`src/rtl/axi_csr_pkg.sv`:
```
// Shared definitions for the AXI4-Lite CSR bank.
// Contents: register offsets, channel window base/stride, AXI response codes,
// write/read FSM state enums, the address decoder and a byte-strobe merge helper.
package axi_csr_pkg;

   // Global registers (offsets within the first 16-byte window)
   localparam logic [3:0] REG_ID         = 4'h0;
   localparam logic [3:0] REG_IRQ_STATUS = 4'h4;
   localparam logic [3:0] REG_IRQ_ENABLE = 4'h8;

   // Per-channel registers (offsets within each channel window)
   localparam logic [3:0] CH_CTRL      = 4'h0;
   localparam logic [3:0] CH_STATUS    = 4'h4;
   localparam logic [3:0] CH_PIXEL_CNT = 4'h8;
   localparam logic [3:0] CH_QUANT     = 4'hC;

   localparam int unsigned CH_BASE   = 32'h10;
   localparam int unsigned CH_STRIDE = 32'h10;

   localparam logic [1:0] RESP_OKAY   = 2'b00;
   localparam logic [1:0] RESP_SLVERR = 2'b10;

   typedef enum logic {W_IDLE, W_RESP} w_state_t;
   typedef enum logic {R_IDLE, R_DATA} r_state_t;

   typedef struct packed {
      logic       hit;    // address maps to a register
      logic       is_ch;  // channel window (else global window)
      logic [2:0] ch;     // channel index, valid when is_ch
      logic [3:0] off;    // word-aligned offset inside the window
   } dec_t;

   // Address bits [1:0] are ignored; 0x0C in the global window is a hole.
   function automatic dec_t decode(input logic [31:0] addr, input int unsigned num_ch);
      dec_t        d;
      int unsigned idx;
      d.off   = {addr[3:2], 2'b00};
      d.hit   = 1'b0;
      d.is_ch = 1'b0;
      d.ch    = '0;
      if (addr < CH_BASE) begin
         d.hit = (d.off != 4'hC);
      end else begin
         idx     = (addr - CH_BASE) / CH_STRIDE;
         d.is_ch = 1'b1;
         d.hit   = (idx < num_ch);
         d.ch    = 3'(idx);
      end
      return d;
   endfunction

   function automatic logic [31:0] apply_strb(input logic [31:0] old_val,
                                              input logic [31:0] data,
                                              input logic [3:0]  strb);
      logic [31:0] r;
      for (int b = 0; b < 4; b++)
         r[b*8 +: 8] = strb[b] ? data[b*8 +: 8] : old_val[b*8 +: 8];
      return r;
   endfunction

endpackage

```
`src/rtl/axi_csr_irq_ctrl.sv`:
```
// Per-channel interrupt logic.
// Ports: clk/rst; done (raw per-channel done levels), enable (IRQ_ENABLE bits),
// clear (one-cycle clear requests on the write commit edge);
// done_sync (done delayed one flop), pending (sticky flags), irq (registered
// OR of pending & enable).
module axi_csr_irq_ctrl #(
   parameter int N = 4
) (
   input  logic         clk,
   input  logic         rst,
   input  logic [N-1:0] done,
   input  logic [N-1:0] enable,
   input  logic [N-1:0] clear,
   output logic [N-1:0] done_sync,
   output logic [N-1:0] pending,
   output logic         irq
);

   logic [N-1:0] done_prev;

   always_ff @(posedge clk) begin
      if (rst) begin
         done_sync <= '0;
         done_prev <= '0;
         pending   <= '0;
         irq       <= 1'b0;
      end else begin
         done_sync <= done;
         done_prev <= done_sync;
         // A rising edge of the synchronised done wins over a same-cycle clear.
         pending   <= (pending & ~clear) | (done_sync & ~done_prev);
         irq       <= |(pending & enable);
      end
   end

endmodule

```
`src/rtl/axi_lite_csr_bank.sv`:
```
// AXI4-Lite CSR bank serving NUM_CH pixel-processing channels.
// Ports: AXI4-Lite slave (aw/w/b/ar/r channels) on clk with synchronous rst;
// per-channel o_start / o_clear_irq pulses, o_num_pixels and o_quant_mode
// fields, i_done level inputs and the o_irq interrupt output.
module axi_lite_csr_bank
   import axi_csr_pkg::*;
#(
   parameter int          DATA_WIDTH = 32,
   parameter int          ADDR_WIDTH = 8,
   parameter int          NUM_CH     = 4,
   parameter int          PIX_WIDTH  = 16,
   parameter logic [31:0] VERSION    = 32'h0002_0000
) (
   input  logic                        clk,
   input  logic                        rst,
   input  logic [ADDR_WIDTH-1:0]       aw_addr,
   input  logic                        aw_valid,
   output logic                        aw_ready,
   input  logic [DATA_WIDTH-1:0]       w_data,
   input  logic [DATA_WIDTH/8-1:0]     w_strb,
   input  logic                        w_valid,
   output logic                        w_ready,
   output logic [1:0]                  b_resp,
   output logic                        b_valid,
   input  logic                        b_ready,
   input  logic [ADDR_WIDTH-1:0]       ar_addr,
   input  logic                        ar_valid,
   output logic                        ar_ready,
   output logic [DATA_WIDTH-1:0]       r_data,
   output logic [1:0]                  r_resp,
   output logic                        r_valid,
   input  logic                        r_ready,
   output logic [NUM_CH-1:0]           o_start,
   output logic [NUM_CH-1:0]           o_clear_irq,
   output logic [NUM_CH*PIX_WIDTH-1:0] o_num_pixels,
   output logic [NUM_CH*2-1:0]         o_quant_mode,
   input  logic [NUM_CH-1:0]           i_done,
   output logic                        o_irq
);

   w_state_t w_state, w_next;
   r_state_t r_state, r_next;

   logic                  ready_en;   // low during reset, high from the first edge after it
   logic                  aw_held, w_held;
   logic [ADDR_WIDTH-1:0] aw_addr_q;
   logic [31:0]           w_data_q;
   logic [3:0]            w_strb_q;
   logic                  aw_hs, w_hs, ar_hs, commit;
   logic [ADDR_WIDTH-1:0] wa;
   logic [31:0]           wd;
   logic [3:0]            ws;
   dec_t                  wr_dec, rd_dec;
   logic                  glob_w, en_we, w1c_we;
   logic [NUM_CH-1:0]     irq_enable, clr, pending, done_sync;
   logic [NUM_CH*30-1:0]  ctrl_flat;
   logic [31:0]           rd_val;

   always_ff @(posedge clk) begin
      if (rst) ready_en <= 1'b0;
      else     ready_en <= 1'b1;
   end

   // ---------------- write path ----------------
   assign aw_hs  = aw_valid & aw_ready;
   assign w_hs   = w_valid & w_ready;
   // Commit on the edge where the second of AW/W arrives (or both together).
   assign commit = (w_state == W_IDLE) & (aw_held | aw_hs) & (w_held | w_hs);
   assign wa     = aw_held ? aw_addr_q : aw_addr;
   assign wd     = w_held  ? w_data_q  : w_data;
   assign ws     = w_held  ? w_strb_q  : w_strb;
   assign wr_dec = decode(32'(wa), NUM_CH);
   assign glob_w = commit & wr_dec.hit & ~wr_dec.is_ch;
   assign en_we  = glob_w & (wr_dec.off == REG_IRQ_ENABLE) & ws[0];
   assign w1c_we = glob_w & (wr_dec.off == REG_IRQ_STATUS) & ws[0];

   always_ff @(posedge clk) begin
      if (rst) w_state <= W_IDLE;
      else     w_state <= w_next;
   end

   always_comb begin
      w_next = w_state;
      case (w_state)
         W_IDLE:  if (commit)  w_next = W_RESP;
         W_RESP:  if (b_ready) w_next = W_IDLE;
         default: w_next = W_IDLE;
      endcase
   end

   always_comb begin
      aw_ready = ready_en & ~rst & (w_state == W_IDLE) & ~aw_held;
      w_ready  = ready_en & ~rst & (w_state == W_IDLE) & ~w_held;
      b_valid  = (w_state == W_RESP);
   end

   always_ff @(posedge clk) begin
      if (rst) begin
         aw_held    <= 1'b0;
         w_held     <= 1'b0;
         aw_addr_q  <= '0;
         w_data_q   <= '0;
         w_strb_q   <= '0;
         b_resp     <= RESP_OKAY;
         irq_enable <= '0;
      end else begin
         if (commit) begin
            aw_held <= 1'b0;
            w_held  <= 1'b0;
            b_resp  <= wr_dec.hit ? RESP_OKAY : RESP_SLVERR;
         end else begin
            if (aw_hs) begin
               aw_held   <= 1'b1;
               aw_addr_q <= aw_addr;
            end
            if (w_hs) begin
               w_held   <= 1'b1;
               w_data_q <= w_data;
               w_strb_q <= w_strb;
            end
         end
         if (en_we) irq_enable <= wd[NUM_CH-1:0];
      end
   end

   // ---------------- per-channel registers ----------------
   for (genvar gi = 0; gi < NUM_CH; gi++) begin : g_ch
      logic                 sel, ctrl_we, pulse_ok;
      logic [29:0]          ctrl_q;
      logic [PIX_WIDTH-1:0] pix_q;
      logic [1:0]           quant_q;
      logic                 start_q, clr_q;
      logic [31:0]          ctrl_m, pix_m;

      assign sel      = commit & wr_dec.hit & wr_dec.is_ch & (wr_dec.ch == 3'(gi));
      assign ctrl_we  = sel & (wr_dec.off == CH_CTRL);
      assign pulse_ok = ctrl_we & ws[0];
      assign ctrl_m   = apply_strb({ctrl_q, 2'b00}, wd, ws);
      assign pix_m    = apply_strb(32'(pix_q), wd, ws);
      assign clr[gi]  = (pulse_ok & wd[1]) | (w1c_we & wd[gi]);

      always_ff @(posedge clk) begin
         if (rst) begin
            ctrl_q  <= '0;
            pix_q   <= '0;
            quant_q <= '0;
            start_q <= 1'b0;
            clr_q   <= 1'b0;
         end else begin
            if (ctrl_we) ctrl_q <= ctrl_m[31:2];
            if (sel && wr_dec.off == CH_PIXEL_CNT) pix_q <= PIX_WIDTH'(pix_m);
            if (sel && wr_dec.off == CH_QUANT && ws[0]) quant_q <= wd[1:0];
            start_q <= pulse_ok & wd[0];
            clr_q   <= pulse_ok & wd[1];
         end
      end

      assign o_start[gi]                              = start_q;
      assign o_clear_irq[gi]                          = clr_q;
      assign o_num_pixels[gi*PIX_WIDTH +: PIX_WIDTH]  = pix_q;
      assign o_quant_mode[gi*2 +: 2]                  = quant_q;
      assign ctrl_flat[gi*30 +: 30]                   = ctrl_q;
   end

   axi_csr_irq_ctrl #(.N(NUM_CH)) u_irq (
      .clk       (clk),
      .rst       (rst),
      .done      (i_done),
      .enable    (irq_enable),
      .clear     (clr),
      .done_sync (done_sync),
      .pending   (pending),
      .irq       (o_irq)
   );

   // ---------------- read path ----------------
   assign ar_hs  = ar_valid & ar_ready;
   assign rd_dec = decode(32'(ar_addr), NUM_CH);

   always_comb begin
      rd_val = '0;
      if (rd_dec.hit && !rd_dec.is_ch) begin
         case (rd_dec.off)
            REG_ID:         rd_val = VERSION;
            REG_IRQ_STATUS: rd_val = 32'(pending);
            REG_IRQ_ENABLE: rd_val = 32'(irq_enable);
            default:        rd_val = '0;
         endcase
      end else if (rd_dec.hit) begin
         for (int c = 0; c < NUM_CH; c++) begin
            if (rd_dec.ch == 3'(c)) begin
               case (rd_dec.off)
                  CH_CTRL:      rd_val = {ctrl_flat[c*30 +: 30], 2'b00};
                  CH_STATUS:    rd_val = {30'b0, pending[c], done_sync[c]};
                  CH_PIXEL_CNT: rd_val = 32'(o_num_pixels[c*PIX_WIDTH +: PIX_WIDTH]);
                  default:      rd_val = {30'b0, o_quant_mode[c*2 +: 2]};
               endcase
            end
         end
      end
   end

   always_ff @(posedge clk) begin
      if (rst) r_state <= R_IDLE;
      else     r_state <= r_next;
   end

   always_comb begin
      r_next = r_state;
      case (r_state)
         R_IDLE:  if (ar_hs)   r_next = R_DATA;
         R_DATA:  if (r_ready) r_next = R_IDLE;
         default: r_next = R_IDLE;
      endcase
   end

   always_comb begin
      ar_ready = ready_en & ~rst & (r_state == R_IDLE);
      r_valid  = (r_state == R_DATA);
   end

   always_ff @(posedge clk) begin
      if (rst) begin
         r_data <= '0;
         r_resp <= RESP_OKAY;
      end else if (ar_hs) begin
         r_data <= rd_val;
         r_resp <= rd_dec.hit ? RESP_OKAY : RESP_SLVERR;
      end
   end

endmodule

```
`config.mk`:
```
export PLATFORM = sky130hd
export DESIGN_NAME = axi_lite_csr_bank
export DESIGN_NICKNAME = d
export VERILOG_FILES = /design/src/rtl/axi_csr_pkg.sv /design/src/rtl/axi_csr_irq_ctrl.sv /design/src/rtl/axi_lite_csr_bank.sv
export SDC_FILE = /design/constraint.sdc
export NUM_CORES = 1
export LEC_CHECK = 0
export BUFFER_PORTS_ARGS = -buffer_cell sky130_fd_sc_hd__buf_2
export CORE_MARGIN = 4
export CORE_UTILIZATION = 55
export CTS_CLUSTER_DIAMETER = 30
export DETAILED_ROUTE_END_ITERATION = 12
export GPL_TIMING_DRIVEN = 0
export PLACE_DENSITY = 0.8
export SLEW_MARGIN = 20
export SYNTH_ARGS = -nofsm -noshare
export SYNTH_HDL_FRONTEND = slang
export SYNTH_SLANG_ARGS = --single-unit
```
`constraint.sdc`:
```
create_clock -name clk -period 3.5 [get_ports clk]
set_input_delay 0.35 -clock clk [delete_from_list [all_inputs] [get_ports clk]]
set_output_delay 0.35 -clock clk [all_outputs]
set_load 0.05 [all_outputs]
```
After elaboration in Yosys (flattened, before gate mapping) --
Cells that the tools add are included.
Operators by class: bitwise operators 60, eq/ne operators 13, add/sub/neg operators 2, $lt $le $gt $ge 4, reduce and logical (&&, ||, !) cells 46, muxes and demuxes 27
Operator list (number):
- 32-bit case mux with 3 select lines | 4
- 32-bit two-way mux | 7
- 28-bit by 3-bit less-than comparator with 1-bit output (second input constant) | 2
- 18-bit case mux with 3 select lines | 1
- 2-bit AND reduction | 26
- 1-bit AND | 41
- 8-bit by 5-bit subtractor with 9-bit output (second input constant) | 2
- 8-bit by 5-bit less-than comparator with 1-bit output (second input constant) | 2
- 1-bit logical AND | 13
- 4-bit AND | 3
- 3-bit by 2-bit equality test with 1-bit output (second input constant) | 4
- 4-bit two-way mux | 3
- 4-bit logical NOT | 2
- 8-bit two-way mux | 1
- 4-bit inverter | 2
- 1-bit two-way mux | 7
- 1-bit inverter | 7
- 2-bit equality test (second input constant) | 3
- 3-bit by 1-bit equality test with 1-bit output (second input constant) | 2
- 3-bit logical NOT | 2
- 1-bit bitwise OR | 6
- 2-bit by 1-bit equality test with 1-bit output (second input constant) | 2
- 2-bit two-way mux | 2
- 2-bit != test (second input constant) | 2
- 5 further kinds | 6
Storage, ports and cells: input bits 63, bits in registers 302, output and inout bits 122

Depth between registers and ports, before layout --
Gate-level depths: netlist of run 1.
depth after elaboration 18, depth in mapped cells 12

Cells and area by module --
A second synthesis of run 1 with hierarchy kept.
Second synthesis, totals: cell total of the unflattened synthesis 1452, area, all modules 13719.4 um^2
Modules (own cells, without submodules):
- axi_lite_csr_bank | times used 1, cells each 1415, area each 13264.0 um^2
- axi_csr_irq_ctrl | times used 1, cells each 37, area each 455.4 um^2

Worst setup path after synthesis of run 1 --
No wires, ideal clock.
path type input -> register, start in rst, end reg w_data_q[10], data arrival time 2.760 ns, path slack 0.613 ns, cell stages on the path 8, library setup time 0.128 ns, buffers on the path 3, cells stage by stage buf_2 > nand2b_1 > nor3_1 > and3_1 > buf_2 > buf_2 > mux2i_1 > nor2_1
RTL lines:
- from (decl) | line axi_lite_csr_bank.sv:15 | input logic rst,
- 1-bit inverter * | line axi_lite_csr_bank.sv:93 | w_ready = ready_en & ~rst & (w_state == W_IDLE) & ~w_held;
- 1-bit AND * (3 in a row) | line axi_lite_csr_bank.sv:93
- via w_ready | line axi_lite_csr_bank.sv:22 | output logic w_ready,
- 1-bit AND * | line axi_lite_csr_bank.sv:66 | assign w_hs = w_valid & w_ready;
- 1-bit bitwise OR | line axi_lite_csr_bank.sv:68 | assign commit = (w_state == W_IDLE) & (aw_held | aw_hs) & (w_held | w_hs);
- 1-bit AND | line axi_lite_csr_bank.sv:68
- 1-bit inverter (no line)
- 2-bit AND reduction (no line) *
- to (signal assigned) | line axi_lite_csr_bank.sv:118 | w_data_q <= w_data;
- to (decl) | line axi_lite_csr_bank.sv:47 | logic [31:0] w_data_q;
The timed path passes the listed nets; every way through them passes the cells marked *. A chain may end at the register's enable or synchronous reset.

Worst setup path after layout of run 1 --
start reg aw_held, end reg g_ch[0].ctrl_q[21]
Between the ends: word-level cells in the longest chain between the ends 11
RTL lines:
- from (decl) | line axi_lite_csr_bank.sv:45 | logic aw_held, w_held;
- from (signal assigned) | line axi_lite_csr_bank.sv:99 | aw_held <= 1'b0;
- from (signal assigned) | line axi_lite_csr_bank.sv:108 | aw_held <= 1'b0;
- from (signal assigned) | line axi_lite_csr_bank.sv:113 | aw_held <= 1'b1;
- branches (longest 9 deep; another with 28-bit by 3-bit less-than comparator with 1-bit output)
- 1-bit AND * | line axi_lite_csr_bank.sv:136 | assign ctrl_we = sel & (wr_dec.off == CH_CTRL);
- 2-bit AND reduction (no line) *
- to (signal assigned) | line axi_lite_csr_bank.sv:150 | if (ctrl_we) ctrl_q <= ctrl_m[31:2];
- to (decl) | line axi_lite_csr_bank.sv:129 | logic [29:0] ctrl_q;
Every way passes the cells marked *.

==> metrics.txt, run 1 <==
Top FF cell, synth=dfxtp_1; hpwl dp=30.1 mm; violation count after the first detailed-route iteration=1527; initial antenna violation count=1; Vias per Instance=6.30; final setup fails=0; Final Max Tran Viols=0; Port Buffers=175; Slew @ Worst Pin=1.22 ns; flop and latch count out of synthesis=298; post-synthesis mux area share=12.2%; cts bufs inserted=53; global placement routability congestion=0.958; Synth warnings=0; post-synthesis area per instance=9.10 µm²; Peak supply drop=384 µV; critical-path maximum fanout=10; # H-tree levels=2; largest net degree at the start of global routing=14; layout cells sized above 1=22.2%; Die Y=160 µm; Synth area leader=dfxtp_1; GR Overflow Total=0; first-pass iteration count of the detailed router=8; Final #Nets=1694; final setup TNS=0 ns; Max Freq=0.301 GHz; synth top area cells=dfxtp_1, mux2i_1, o21ai_0; Setup crit start kind=flop; count of cell types in the netlist=64; FP Rows=55; die area=0.0255 mm²; Die W=160 µm; initial core utilization=55.8%; power per standard cell area=623 mW/mm²; largest family of logic cells by synthesized area=compound AO/OA/AOI/OAI gates; remaining antenna violation count=0; Syn-to-layout area delta=26.9%; most frequent cells in the layout=dfxtp_1, buf_2, nor2_1, o21ai_0, mux2i_1; Post-Syn Area=0.0126 mm²; Clock Skew=0.0173 ns; Tot GR Track Use=32.3%; Final Cycle Share=95.1%; Synth Area in Simple Gates=16.3%; sequential share of the synthesized area=47.2%; Routed WL per cell=22.0 µm; final hold vios=0; Sink Count=298; WL final=43.1 mm; TritonCTS clock tree=yes; Post-Synth Adder-Cell Area=0.198%; CP Capture Type=flop; # DRC=0; first-pass GRT wire length=66.4 mm; RSZ-0062 raised after global routing=no; Skew-Pair Late Insertion Delay=0.57 ns; WP data required=3.97 ns; IO Pins=185; commonest non-fill, non-tap cell in the layout=dfxtp_1; xor/xnor share of the synthesized area=0.347%; leakage=6.18 nW; cells after synthesis=1388; Slew headroom=16.5%; final core utilization=70.8%; Max-Cap Viols=0; Compound-Gate Fraction of Synth Area=19.0%; Post-synth EDFFs=0; Setup CP Type=reg -> reg; Core Area=0.0226 mm²; vias in the first global route=12000; root buffer cell=clkbuf_16; CP arrival=3.80 ns; clk buf depth=3; post-layout min period=3.33 ns; Vias=12300; Clk pin slew, worst setup/hold paths=0.05 ns; Async SR Flop Fraction=0%; status=completed; HP Class=in -> reg; Synth top area share=47.2%
==> worst paths after layout <==
check | endpoint | slack [ns] | depth (start not counted) | start
worst min register to register | u_irq.pending[2] | 0.44 | 1 | u_irq.done_prev[2]
worst min-delay path | u_irq.done_sync[0] | 0.01 | 2 | i_done[0]
worst max-delay path | g_ch[0].ctrl_q[21] | 0.17 | 13 | aw_held
worst max register to register | g_ch[0].ctrl_q[21] | 0.17 | 13 | aw_held
==> Yosys cell counts (18+ instances only) <==
| master | count |
|---|---|
| a311oi_1 | 44 |
| a211oi_1 | 51 |
| nand3_1 | 104 |
| nor2_1 | 143 |
| o21ai_0 | 131 |
| mux2i_1 | 117 |
| clkbuf_1 | 71 |
| mux2_2 | 33 |
| buf_2 | 25 |
| nand2_1 | 82 |
| dfxtp_1 | 298 |
| a21oi_1 | 55 |
| nand2b_1 | 18 |
| nor3_1 | 33 |
==> logic make-up after synthesis <==
group,Yosys count
AND/OR/NAND/NOR,430
buffers and inverters,134
other,1
flip-flops,298
AO/OA/AOI/OAI,368
adder cells (fa/ha/maj),2
multiplexers,150
XOR/XNOR,5
==> power breakdown <==
part | internal (mW) | switching (mW) | total (mW)
Clock | 4.13 | 1.76 | 5.88
Sequential | 3.43 | 0.0238 | 3.45
Combinational | 0.185 | 0.461 | 0.645
Total | 7.74 | 2.24 | 9.98
==> critical path, stage by stage (launching register included) <==
cell      delay [ns]
dfxtp_1         0.32
buf_2           0.21
clkbuf_4        0.25
mux2i_1         0.24
ha_1            0.27
xnor2_1         0.16
a32oi_1         0.24
or3b_1          0.41
buf_2           0.21
nor3_4          0.36
buf_4           0.18
buf_4           0.11
nor2_1          0.04
a211oi_1        0.23
==> per-stage QoR <==
stage	hold WS, ns	setup slack (ns)	std cells	power (mW)	area (µm²)
floorplan	0.399	0.613	1389	3.91	12600
global placement	0.404	0.0872	1849	4.12	13900
detailed placement	0.415	-0.00976	1849	4.13	13900
CTS	0.0131	0.0277	1946	9.94	15900
global route	0.00842	0.00372	1957	10.2	16000
finish	0.0149	0.172	1957	9.98	16000
==> registers in the layout (all words and copies together), names as in the netlist, 4 cells and up <==
signal           cells
g_ch.ctrl_q        120
g_ch.pix_q          64
r_data              32
w_data_q            32
g_ch.quant_q         8
aw_addr_q            6
g_ch.clr_q           4
g_ch.start_q         4
irq_enable           4
u_irq.done_prev      4
u_irq.done_sync      4
u_irq.pending        4
w_strb_q             4
==> area by class of cell <==
type	count	area (µm²)
multi-input combinational	957	6110
inverter	12	45.0
clock inverter	33	597
fill	1696	6610
tap	285	357
sequential	298	5970
buffer	122	547
antenna	1	2.50
clock buffer	64	1460
timing repair buffer	185	951
==> routing by layer <==
metal  track usage (%)  up-vias  routed length, µm
met3              8.57      133               4820
met5                 0        -                  0
met2              50.2      768              19200
met1              43.0     5862              17500
met4              12.7        0               1590
li1                  -     5568                  -
==> what timing repair did <==
item	in CTS	in global routing
gates resized for setup	0	5
setup endpoints to repair	0	65
setup buffers	0	10
hold buffers	0	0
(Power assumes the default switching activity.)
==> run 2, diff against run 1 <==
CTS_BUF_LIST = sky130_fd_sc_hd__clkbuf_2   (was default)
==> metrics.txt, run 2 (same netlist as run 1, synthesis figures left out) <==
Core Area=0.0226 mm² (unchanged); initial antenna violation count=1 (unchanged); FP Rows=55 (unchanged); R2R setup slack=0.10 ns (was 0.17 ns); Finished Cell Area=0.0152 mm² (was 0.0160 mm²); Slew @ Worst Pin=1.15 ns (was 1.22 ns); final hold vios=0 (unchanged); most frequent cells in the layout=dfxtp_1, buf_2, nor2_1, o21ai_0, mux2i_1 (unchanged); first-pass iteration count of the detailed router=9 (was 8); max reg flops=120 (unchanged); vias in the first global route=11900 (was 12000); leakage=5.90 nW (was 6.18 nW); Setup CP Type=reg -> reg (unchanged); # H-tree levels=3 (was 2); final core utilization=66.9% (was 70.8%); final std cells w/o fill=2027 (was 1957); Die Y=160 µm (unchanged); clk buf depth=3 (unchanged); largest net degree at the start of global routing=11 (was 14); CP Capture Type=flop (unchanged); final setup fails=0 (unchanged); dpl cells=1849 (unchanged); post-layout min period=3.40 ns (was 3.33 ns); hpwl dp=30.1 mm (unchanged); Clock Skew=0.0745 ns (was 0.0173 ns); Vias=12600 (was 12300); HP Class=in -> reg (unchanged); Tot GR Track Use=32.1% (was 32.3%); first-pass GRT wire length=65.5 mm (was 66.4 mm); violation count after the first detailed-route iteration=1593 (was 1527); TritonCTS clock tree=yes (unchanged); Final Max Tran Viols=0 (unchanged); Setup crit start kind=flop (unchanged); layout cells sized above 1=22.1% (was 22.2%); Clk pin slew, worst setup/hold paths=0.12 ns (was 0.05 ns); IO Pins=185 (unchanged); # DRC=0 (unchanged); critical-path maximum fanout=10 (unchanged); status=completed (unchanged); final setup TNS=0 ns (unchanged); Top reg by flops=g_ch.ctrl_q (unchanged); Die W=160 µm (unchanged); remaining antenna violation count=0 (unchanged); Final Hold Slack=0.113 ns (was 0.0149 ns); GR Overflow Total=0 (unchanged); Final Cycle Share=97.1% (was 95.1%); Routed WL per cell=20.9 µm (was 22.0 µm); WP data required=4.26 ns (was 3.97 ns); Sink Count=298 (unchanged); Port Buffers=175 (unchanged); Vias per Instance=6.21 (was 6.30); global placement routability congestion=0.958 (unchanged); initial core utilization=55.8% (unchanged); die area=0.0255 mm² (unchanged); Max-Cap Viols=0 (unchanged); Largest regs=g_ch.ctrl_q: 120 flops, g_ch.pix_q: 64 flops (unchanged); DP Area=0.0139 mm² (unchanged); WL final=42.4 mm (was 43.1 mm); Syn-to-layout area delta=20.0% (was 26.9%); Skew-Pair Late Insertion Delay=0.87 ns (was 0.57 ns); cts bufs inserted=73 (was 53); Slew headroom=21.1% (was 16.5%); Peak supply drop=254 µV (was 384 µV); CP arrival=4.16 ns (was 3.80 ns); commonest non-fill, non-tap cell in the layout=dfxtp_1 (unchanged); power per standard cell area=434 mW/mm² (was 623 mW/mm²); Max Freq=0.294 GHz (was 0.301 GHz); Final #Nets=1764 (was 1694); root buffer cell=clkbuf_2 (was clkbuf_16)
[run 2: cell types whose count changed in the layout (fill, tap and decap cells not counted), sizes merged]
cell         delta
clkinv          -2
dlygate4sd3    +52
clkbuf         +38
clkinvlp        -5
bufinv         -12
buf             -2
inv             +1
[run 2: what timing repair did]
action / 4_1_cts / 5_1_grt
hold buffers: 52 / 0
setup endpoints to repair: 0 / 71
resized for setup: 0 / 6
buffers inserted: 0 / 8
hold endpoints to repair: 82 / 0
[run 2: final timing paths]
check,start,depth (start not counted),to
setup / recovery,aw_held,13,g_ch[0].ctrl_q[21]
hold / removal,ar_valid,3,r_valid
setup reg to reg,aw_held,13,g_ch[0].ctrl_q[21]
hold reg to reg,u_irq.done_prev[2],1,u_irq.pending[2]
[run 2: where the power goes]
part	internal (mW)	leakage [nW]	switching [mW]	total, mW
Clock	1.06	0.503	1.38	2.44
Combinational	0.223	2.99	0.465	0.687
Sequential	3.42	2.41	0.0241	3.44
Total	4.70	5.90	1.87	6.58
[run 2: layer usage]
layer	vias to the layer above	global-route usage (%)	wire, µm
met5	-	0	0
met4	0	13.9	1840
met3	147	7.66	4800
met2	809	49.4	18700
met1	5895	43.2	17100
li1	5738	-	-
[run 2: cell type report]
type,count,area (µm²)
multi-input cells,957,6110
flip-flops and latches,298,5970
fillers,1876,7480
well taps,285,357
clock inverters,15,161
diodes,1,2.50
repair buffers,235,1460
inverters,12,45.0
clock buffers,102,510
plain buffers,122,547
[run 2: stage by stage]
step / power [mW] / worst slack, ns
2_1_floorplan: 3.91 / 0.613
3_3_place_gp: 4.12 / 0.0872
3_5_place_dp: 4.13 / -0.00976
4_1_cts: 6.54 / 0.0114
5_1_grt: 6.82 / -0.0562
6_report: 6.58 / 0.103
[run 2: worst max-delay path: stages (launching register included)]
cell	delay [ns]
dfxtp_1	0.34
buf_2	0.22
clkbuf_4	0.25
mux2i_1	0.24
ha_2	0.25
xnor2_1	0.16
a32oi_1	0.26
or3b_1	0.44
buf_2	0.22
nor3_4	0.37
buf_4	0.18
buf_4	0.12
nor2_1	0.04
a211oi_1	0.22
